--- src/rtl/instr_fetch.sv ---
// Instruction fetch stage: program memory, PC stepping and valid/ready output to proc.
// Define FETCH_WRAP_EN to let the PC wrap past the last word instead of halting there.
module instr_fetch #(
    parameter int unsigned ADDR_W  = 4,
    parameter logic [7:0]  HALT_OP = 8'hFF
) (
    input  logic              clk,
    input  logic              rst_n,
    input  logic              ld_we,
    input  logic [ADDR_W-1:0] ld_addr,
    input  logic [31:0]       ld_data,
    input  logic              start,
    input  logic              clear,
    input  logic              jmp_valid,
    input  logic [ADDR_W-1:0] jmp_addr,
    output logic [31:0]       instr,
    output logic              instr_valid,
    input  logic              instr_ready,
    output logic [ADDR_W-1:0] pc_out,
    output logic              busy,
    output logic              done
);

    localparam int unsigned DEPTH = 1 << ADDR_W;

`ifdef FETCH_WRAP_EN
    localparam bit WRAP_EN = 1'b1;
`else
    localparam bit WRAP_EN = 1'b0;
`endif

    typedef enum logic [1:0] {
        S_IDLE = 2'd0,
        S_RUN  = 2'd1,
        S_HALT = 2'd2
    } state_t;

    logic [31:0]       mem [DEPTH];
    state_t            state, state_nx;
    logic [ADDR_W-1:0] pc, pc_nx, pc_out_nx;
    logic [31:0]       instr_nx;
    logic              valid_nx;
    // Set while the word from the last address is on the output and must drain before HALT.
    logic              last_q, last_nx;

    logic [31:0] word;
    logic        advance;
    logic        xfer;
    logic        is_halt;

    assign word    = mem[pc];
    assign advance = !instr_valid || instr_ready;
    assign xfer    = instr_valid && instr_ready;
    assign is_halt = (word[31:24] == HALT_OP);

    // NOTE: the program store has no reset so a loaded program survives rst_n and can be rerun.
    always_ff @(posedge clk) begin
        if (ld_we && state == S_IDLE)
            mem[ld_addr] <= ld_data;
    end

    // NOTE: state registers use non-blocking assignments so every flop samples pre-edge values.
    always_ff @(posedge clk or negedge rst_n) begin
        if (!rst_n) begin
            state       <= S_IDLE;
            pc          <= '0;
            instr       <= '0;
            instr_valid <= 1'b0;
            pc_out      <= '0;
            last_q      <= 1'b0;
        end else begin
            state       <= state_nx;
            pc          <= pc_nx;
            instr       <= instr_nx;
            instr_valid <= valid_nx;
            pc_out      <= pc_out_nx;
            last_q      <= last_nx;
        end
    end

    // NOTE: every output of this block is defaulted first so no path can infer a latch.
    always_comb begin
        state_nx  = state;
        pc_nx     = pc;
        instr_nx  = instr;
        valid_nx  = instr_valid;
        pc_out_nx = pc_out;
        last_nx   = last_q;

        unique case (state)
            S_IDLE: begin
                valid_nx = 1'b0;
                if (start) begin
                    state_nx = S_RUN;
                    pc_nx    = '0;
                    last_nx  = 1'b0;
                end
            end
            S_RUN: begin
                if (jmp_valid) begin
                    pc_nx    = jmp_addr;
                    valid_nx = 1'b0;
                    last_nx  = 1'b0;
                end else if (last_q) begin
                    if (xfer) begin
                        valid_nx = 1'b0;
                        last_nx  = 1'b0;
                        state_nx = S_HALT;
                    end
                end else if (advance) begin
                    if (is_halt) begin
                        valid_nx = 1'b0;
                        state_nx = S_HALT;
                    end else begin
                        instr_nx  = word;
                        pc_out_nx = pc;
                        valid_nx  = 1'b1;
                        pc_nx     = pc + ADDR_W'(1);
                        last_nx   = !WRAP_EN && (&pc);
                    end
                end
            end
            S_HALT: begin
                valid_nx = 1'b0;
                if (clear)
                    state_nx = S_IDLE;
            end
            default: begin
                state_nx = S_IDLE;
                valid_nx = 1'b0;
            end
        endcase
    end

    assign busy = (state == S_RUN);
    assign done = (state == S_HALT);

endmodule

--- config.mk ---
export PLATFORM = sky130hd
export DESIGN_NAME = instr_fetch
export DESIGN_NICKNAME = d
export VERILOG_FILES = /design/src/rtl/instr_fetch.sv
export SDC_FILE = /design/constraint.sdc
export NUM_CORES = 1
export LEC_CHECK = 0
export ABC_AREA = 1
export ABC_CLOCK_PERIOD_IN_PS = 3050
export CAP_MARGIN = 20
export CELL_PAD_IN_SITES_DETAIL_PLACEMENT = 1
export CELL_PAD_IN_SITES_GLOBAL_PLACEMENT = 2
export CORE_MARGIN = 2
export CORE_UTILIZATION = 38
export DETAILED_ROUTE_END_ITERATION = 7
export PLACE_DENSITY_LB_ADDON = 0.08
export SYNTH_ARGS = -nofsm -noshare
export SYNTH_HDL_FRONTEND = slang
export SYNTH_SLANG_ARGS = --single-unit
--- constraint.sdc ---
create_clock -name clk -period 3.05 [get_ports clk]
set_clock_uncertainty 0.15 [all_clocks]
set_input_delay 0.305 -clock clk [delete_from_list [all_inputs] [get_ports clk]]
set_output_delay 0.305 -clock clk [all_outputs]
set_load 0.1 [all_outputs]
==> metrics.sh, run 1 <==
STATUS='complete, no violations'
STATIC-LEAKAGE-POWER_nW=9.32
DIE_WIDTH_UM=245
CTS_TREE='done'
MAX_FREQ_GHz=0.365
FINAL-HOLD-VIOLATION-COUNT=0
SETUP_WS_NS=0.310
LAYOUT_WORST_PATH_CYCLE_SHARE_PCT=89.8
PLACE_CONGESTION=0.739
CTS.REPORTEDPATHS.CLKPINSLEW_NS=0.06
ROUTED_WIRELENGTH_UM=63500
RSZ0062_AT_GRT='false'
DESIGN.FINAL.NETS=1966
DRT-INITIAL-DRC-COUNT=882
TOTAL_AREA_OF_MULTI_INPUT_COMBINATIONAL_CELLS_MM2=0.00492
SYNTH_AREA_PER_CELL_UM2=12.2
DRTPASS1ITERATIONS=4
LARGEST_NET_DEGREE_AT_THE_START_OF_GLOBAL_ROUTING=127
PLACEMENT.IO_BUFFERS=85
REQUIRED_TIME_REPORTED_FOR_THE_CRITICAL_PATH_ENDPOINT_NS=3.46
POSTSYNTHCELLCOUNT=1812
CLOCK_INSERTION_DELAY_WORST_SKEW_NS=0.62
DP_HPWL_UM=34900
FINAL_PERIOD_MINUS_WORST_SETUP_SLACK_NS=2.74
VIAS=14300
START_UTIL_PCT=38.3
CLOCK_SINK_COUNT=556
FP.COREAREA_MM2=0.0576
LAYOUT_COMMONEST_CELL='edfxtp_1'
AREAGROWTHSYNTHTOFINISH_PCT=18.0
MAX_CAP_VIOLATIONS=0
OVERFLOW=0
TOTAL_POWER_mW=24.1
POST_LAYOUT_NONFILLER_INSTANCES=2733
REGAREA_MM2=0.0165
POWER.IR.VDD_WORST_uV=713
DETAILEDPLACE.WORSTSLACK_NS=0.327
YS.WARNINGS.COUNT=0
VIA_COUNT_OF_THE_FIRST_GLOBAL_ROUTING_PASS=14800
WIRE_PER_INST_UM=23.2
CRITPATHLAUNCHTYPE='flip-flop'
FINAL_LAYOUT_SIZE_SUFFIX_GT1_SHARE_PCT=10.6
LAYOUT_COMMON_CELLS='512 x edfxtp_1, 395 x nand2_1, 213 x nor2_1, 197 x o21ai_0, 104 x nand3_1'
DRC=0
SETUP_VIOLATIONS=0
WORST-SLEW-PIN-TRANSITION_NS=0.742
CTS-BUFFERS-INSERTED=59
MIN-DELAY-PATH-CLASS='input pin to flip-flop'
CRITPATHKIND='flip-flop to flip-flop'
WORST-PATH-MAX-FANOUT=30
SYNTH.YOSYS.SEQ_AREA_SHARE_PCT=74.6
AVGVIACOUNTPERCELL=5.25
SYNTH_AREA_MM2=0.0221
FILLCELLCOUNT=5982
FIN_TNS_SETUP_NS=0
SYNTH.DISTINCT_CELLS=27
GRT_PASS1_WL_UM=95800
POSTROUTEANTENNANETS=0
H-TREE-DEPTH=2
AREA_ENCLOSED_BY_THE_DIE_BOUNDARY_MM2=0.0600
FP.DIEH_UM=245
MAX-CLOCK-PATH-BUFFERS=3
CTSROOTBUFFERMASTER='clkbuf_16'
DRV_SLEW=0
SYNTH_FP_NETS=1860
GRT_USAGE_PCT=21.4
FLOORPLAN.ROWS=88
PLACED_CELLS=2620
POWER_DENSITY_mW_PER_MM2=924
MAX_SLEW_MARGIN_PCT=50.5
WORST_EP_ARRIVAL_TIME_NS=3.15
SYNTH_SEQ_CELLS=556
TIMING.CRITICAL_PATH.TO_TYPE='flip-flop'
GRT_ANTENNA_BEFORE_REPAIR=2
PORTS=86
[Yosys cell counts (all sizes together)]
library cell	number	share of area, %
a211oi	1	0.034
a21oi	1	0.023
buf	37	0.97
clkbuf	71	1.2
clkinv	1	0.017
dfrtp	44	5.0
edfxtp	512	70
ha	1	0.057
inv	89	1.5
nand2	395	6.7
nand3	104	2.4
nand4	3	0.11
nor2	231	3.9
nor3b	1	0.034
o211ai	14	0.48
o21ai	209	4.7
o221ai	34	1.3
o22ai	62	1.8
xnor2	1	0.040
xor2	1	0.040
[path summary, 6_finish.rpt]
| check | to | slack (ns) | depth (start not counted) | startpoint |
|---|---|---|---|---|
| setup / recovery | instr[22] | 0.31 | 16 | pc[0] |
| hold / removal | state[1] | 0.16 | 4 | clear |
| setup reg to reg | instr[22] | 0.31 | 16 | pc[0] |
| hold reg to reg | instr[25] | 0.33 | 2 | instr[25] |
| max in group asynchronous | instr[26] | 1.91 | 3 | rst_n |
| min in group asynchronous | instr[31] | 0.22 | 3 | rst_n |
[timing repair]
action                                  CTS  global route
resized for setup                         0             0
hold buffers                              2             0
endpoints found under the setup margin    0             0
setup buffers                             0             0
endpoints found under the hold margin    44             0
[cells by family (layout without fill, tap and decap cells)]
kind of cell / count (synthesis) / in the layout / share of synthesized area [%]
simple gates: 734 / 734 / 13.2
flops: 556 / 556 / 74.6
compound gates: 321 / 321 / 8.38
buf+inv: 198 / 353 / 3.71
xor+xnor: 2 / 2 / 0.0794
fa+ha+maj: 1 / 1 / 0.0567
other cells: 0 / 1 / 0
[per-stage QoR]
stage               hold slack, ns  util, %  area [um^2]
finish                       0.158     45.3        26100
global route                 0.166     45.2        26100
CTS                          0.124     45.2        26100
detailed placement          0.0321     42.0        24200
global placement            0.0277     42.0        24200
floorplan                   -0.141        -        22100
[routing by layer]
metal  GRT usage [%]  up-vias  part of all wire (%)
li1                -     6624                     -
met1            31.1     7404                    48
met2            34.2      229                    46
met3            2.93       85                   3.2
met4            5.18        0                   2.1
met5               0        -                     0
[worst max-delay path, stage by stage (launching register included)]
cell	delay (ns)
dfrtp_4	0.51
inv_6	0.21
buf_12	0.23
buf_4	0.19
nand2_1	0.06
nand3_1	0.07
nand3_1	0.08
nand3_1	0.10
nand2_1	0.10
nand2_1	0.08
nor2_1	0.05
nand2_1	0.14
nand4_4	0.12
inv_2	0.08
buf_4	0.28
nand2_1	0.11
nand2_1	0.08
[final cells by class]
class                           count  share of cell area (%)
Multi-Input combinational cell   1058                    18.9
Clock inverter                     28                   0.835
Clock buffer                       82                    6.16
Tap cell                          765                    3.67
Inverter                           90                    1.33
Antenna cell                        1                 0.00960
Timing Repair Buffer              153                    5.86
Sequential cell                   556                    63.3
[where the power goes]
group	switching, mW	internal, mW
clock network	2.94	3.90
registers	0.250	8.65
logic	6.20	2.14
[state kept, by name, summed over array words and instances (netlist names)]
name         count
last_q           1
state            2
pc               4
mem            512
instr_valid      1
pc_out           4
instr           32
(Power assumes the default switching activity.)
==> run 2, diff against run 1 <==
--- a/config.mk
+++ b/config.mk
@@ -10,6 +10,7 @@
 export CAP_MARGIN = 20
 export CELL_PAD_IN_SITES_DETAIL_PLACEMENT = 1
 export CELL_PAD_IN_SITES_GLOBAL_PLACEMENT = 2
+export CORE_ASPECT_RATIO = 1.4
 export CORE_MARGIN = 2
 export CORE_UTILIZATION = 38
 export DETAILED_ROUTE_END_ITERATION = 7
==> run 2 against run 1 <==
Via count up 1.2%. Clock power is 1% lower. Sequential share of layout area fell by 0.32 points. Critical path depth decreased by 1. Wire length grew 7.0%. Non-clock buffer count rose by 17. Combinational power grew 2.8%. Highest routed layer unchanged. Die area about the same. Core utilization is 0.29 points higher. Hold slack lost 0.031 ns. Sequential power about the same.
==> metrics.sh, run 2 (same netlist as run 1, synthesis figures left out) <==
FLOORPLAN.ROWS=104  # +18%
FINAL_LAYOUT_SIZE_SUFFIX_GT1_SHARE_PCT=11.2  # +0.60 points
VIAS=14500  # +1.2%
HOLD_SLACK_NS=0.128  # -0.0309 ns
CTSROOTBUFFERMASTER='clkbuf_16'
MAX_FREQ_GHz=0.359  # -1.7%
REGMOSTFLOPS='mem'
PLACEMENT.CELL_AREA_MM2=0.0244  # +0.76%
RSZ0062_AT_GRT='false'
TIMING.CRITICAL_PATH.TO_TYPE='flip-flop'
MAX-CLOCK-PATH-BUFFERS=3  # unchanged
LAYOUT_WORST_PATH_CYCLE_SHARE_PCT=91.4  # +1.6 points
WORST-PATH-MAX-FANOUT=35  # +17%
NUMBER_OF_DIODES_ADDED_FOR_ANTENNA_FIXING=0  # -1
AVGVIACOUNTPERCELL=5.34  # +1.8%
CLOCK_SINK_COUNT=556  # unchanged
FP.COREAREA_MM2=0.0575  # -0.12%
REGAREA_MM2=0.0165  # unchanged
POSTROUTEANTENNANETS=0  # unchanged
POWER_DENSITY_mW_PER_MM2=924  # about the same
STATIC-LEAKAGE-POWER_nW=9.41  # +0.98%
REQUIRED_TIME_REPORTED_FOR_THE_CRITICAL_PATH_ENDPOINT_NS=3.45  # about the same
AREAGROWTHSYNTHTOFINISH_PCT=18.6
MAX_CAP_VIOLATIONS=0  # unchanged
CTS-BUFFERS-INSERTED=55  # -6.8%
CTS_TREE='done'
PLACED_CELLS=2614  # -0.23%
MIN-DELAY-PATH-CLASS='input pin to asynchronous set/reset pin'
DRV_SLEW=0  # unchanged
LAYOUT_TOP_REGISTERS='mem x512, instr x32'
FINAL_PERIOD_MINUS_WORST_SETUP_SLACK_NS=2.79  # +0.0480 ns
POWER.IR.VDD_WORST_uV=762  # +6.8%
MAX_SLEW_MARGIN_PCT=41.9  # -8.6 points
WIRE_PER_INST_UM=25.0  # +7.5%
GRT_USAGE_PCT=22.7  # +1.3 points
TOTAL_AREA_OF_MULTI_INPUT_COMBINATIONAL_CELLS_MM2=0.00492  # unchanged
POSTCTSSETUPBUFFERS=0  # unchanged
CRITPATHLAUNCHTYPE='flip-flop'
WORST_EP_ARRIVAL_TIME_NS=3.19  # +0.04 ns
PLACE_CONGESTION=0.770  # +4.3%
LARGEST_REGISTER_FFS=512  # unchanged
H-TREE-DEPTH=2  # unchanged
PORTS=86  # unchanged
CLOCK_POWER_SHARE_PCT=27.9  # -0.5 points
SETUP_WS_NS=0.262  # -0.0480 ns
DRT-INITIAL-DRC-COUNT=717  # -19%
OVERFLOW=0  # unchanged
STATUS='complete, no violations'
DETAILEDPLACE.WORSTSLACK_NS=0.141  # -0.186 ns
DRTPASS1ITERATIONS=6  # +2
POWER_REPORT.INTERNAL_TOTAL_mW=14.7  # +0.38%
WORST-SLEW-PIN-TRANSITION_NS=0.872  # +0.130 ns
FIN_TNS_SETUP_NS=0  # unchanged
SHARE_SEQ_OF_TOTAL_POWER_PCT=36.7  # -0.3 points
DP_HPWL_UM=40000  # +15%
FP.DIEH_UM=289  # +18%
DIE_WIDTH_UM=208  # -15%
ROUTED_WIRELENGTH_UM=67900  # +7.0%
LAYOUT_COMMONEST_CELL='edfxtp_1'
DESIGN.FINAL.NETS=1979  # +0.66%
POSTLAYOUTCELLAREA_MM2=0.0262  # +0.51%
VIA_COUNT_OF_THE_FIRST_GLOBAL_ROUTING_PASS=15200  # +2.7%
START_UTIL_PCT=38.4  # +0.047 points
AREA_ENCLOSED_BY_THE_DIE_BOUNDARY_MM2=0.0601  # about the same
POWER.SHARE.SWITCHING_PCT=39.1  # +0.10 points
CRITPATHKIND='flip-flop to flip-flop'
DRC=0  # unchanged
NET_SWITCHING_POWER_FIGURE_mW=9.47  # +0.83%
GRT_ANTENNA_BEFORE_REPAIR=0  # -2
POST_LAYOUT_NONFILLER_INSTANCES=2719  # -0.51%
SETUP_VIOLATIONS=0  # unchanged
TOTAL_POWER_mW=24.2  # +0.56%
FIN_UTIL_PCT=45.5  # +0.29 points
LAYOUT_COMMON_CELLS='512 x edfxtp_1, 395 x nand2_1, 213 x nor2_1, 197 x o21ai_0, 104 x nand3_1'
PLACEMENT.IO_BUFFERS=85  # unchanged
CTS.REPORTEDPATHS.CLKPINSLEW_NS=0.06  # about the same
FINAL-HOLD-VIOLATION-COUNT=0  # unchanged
LARGEST_NET_DEGREE_AT_THE_START_OF_GLOBAL_ROUTING=97  # -24%
SHARE_COMB_OF_TOTAL_POWER_PCT=35.4  # +0.8 points
CLOCK_INSERTION_DELAY_WORST_SKEW_NS=0.62  # about the same
FILLCELLCOUNT=5996  # +0.23%
GRT_PASS1_WL_UM=100000  # +4.6%
[run 2: cell count changes in the layout (fill, tap and decap cells not counted), sizes merged]
cell,before,now
clkinv,23,22
clkbuf,82,78
buf,106,123
diode,1,0
clkinvlp,2,1
inv,90,88
bufinv,3,4
[run 2: routing by layer]
metal	track usage, %	part of all wire [%]	up-vias	wire length [um]
met4	5.78	2.2	0	1500
met2	40.8	51	253	34700
met1	29.4	44	7536	29600
li1	-	-	6650	-
met5	0	0	-	0
met3	2.53	3.2	80	2150
[run 2: path summary, 6_finish.rpt]
| path | start | endpoint | slack, ns | cells past startpoint |
|---|---|---|---|---|
| hold / removal | rst_n | instr[31] | 0.13 | 3 |
| max in group asynchronous | rst_n | instr[30] | 1.96 | 3 |
| min in group clk | clear | state[1] | 0.15 | 4 |
| setup / recovery | pc[0] | instr[9] | 0.26 | 15 |
| setup reg to reg | pc[0] | instr[9] | 0.26 | 15 |
| hold reg to reg | instr[20] | instr[20] | 0.34 | 2 |
[run 2: layout make-up]
cell class | count | share of cell area [%]
repair buffers | 170 | 6.68
flip-flops and latches | 556 | 62.9
clock inverters | 25 | 0.869
clock buffers | 78 | 5.86
inverters | 90 | 1.32
multi-input cells | 1058 | 18.8
well taps | 742 | 3.54
[run 2: what timing repair did]
action                     CTS  global route
setup endpoints to repair    0            12
hold endpoints to repair    44             0
gates resized for setup      0             2
hold buffers                 2             0
[run 2: power groups by stage]
stage,Sequential (mW),Combinational [mW],Clock (mW)
floorplan,10.6,4.10,0
global placement,9.05,8.59,0
detailed placement,9.04,8.68,0
CTS,8.89,8.71,6.89
global route,8.92,9.36,7.17
finish,8.89,8.57,6.76
[run 2: worst max-delay path, cell delays in order, from the launching register on]
cell and delay [ns]:
dfrtp_4 0.53, buf_12 0.20, nor2_1 0.12, nor2_1 0.04
o21ai_1 0.32, nand3_1 0.15, nand3_1 0.11, nand2_1 0.08
nand2_1 0.08, nor2_1 0.05, nand2_1 0.15, nand4_4 0.12
inv_2 0.22, buf_12 0.22, nand2_1 0.07, nand2_1 0.06
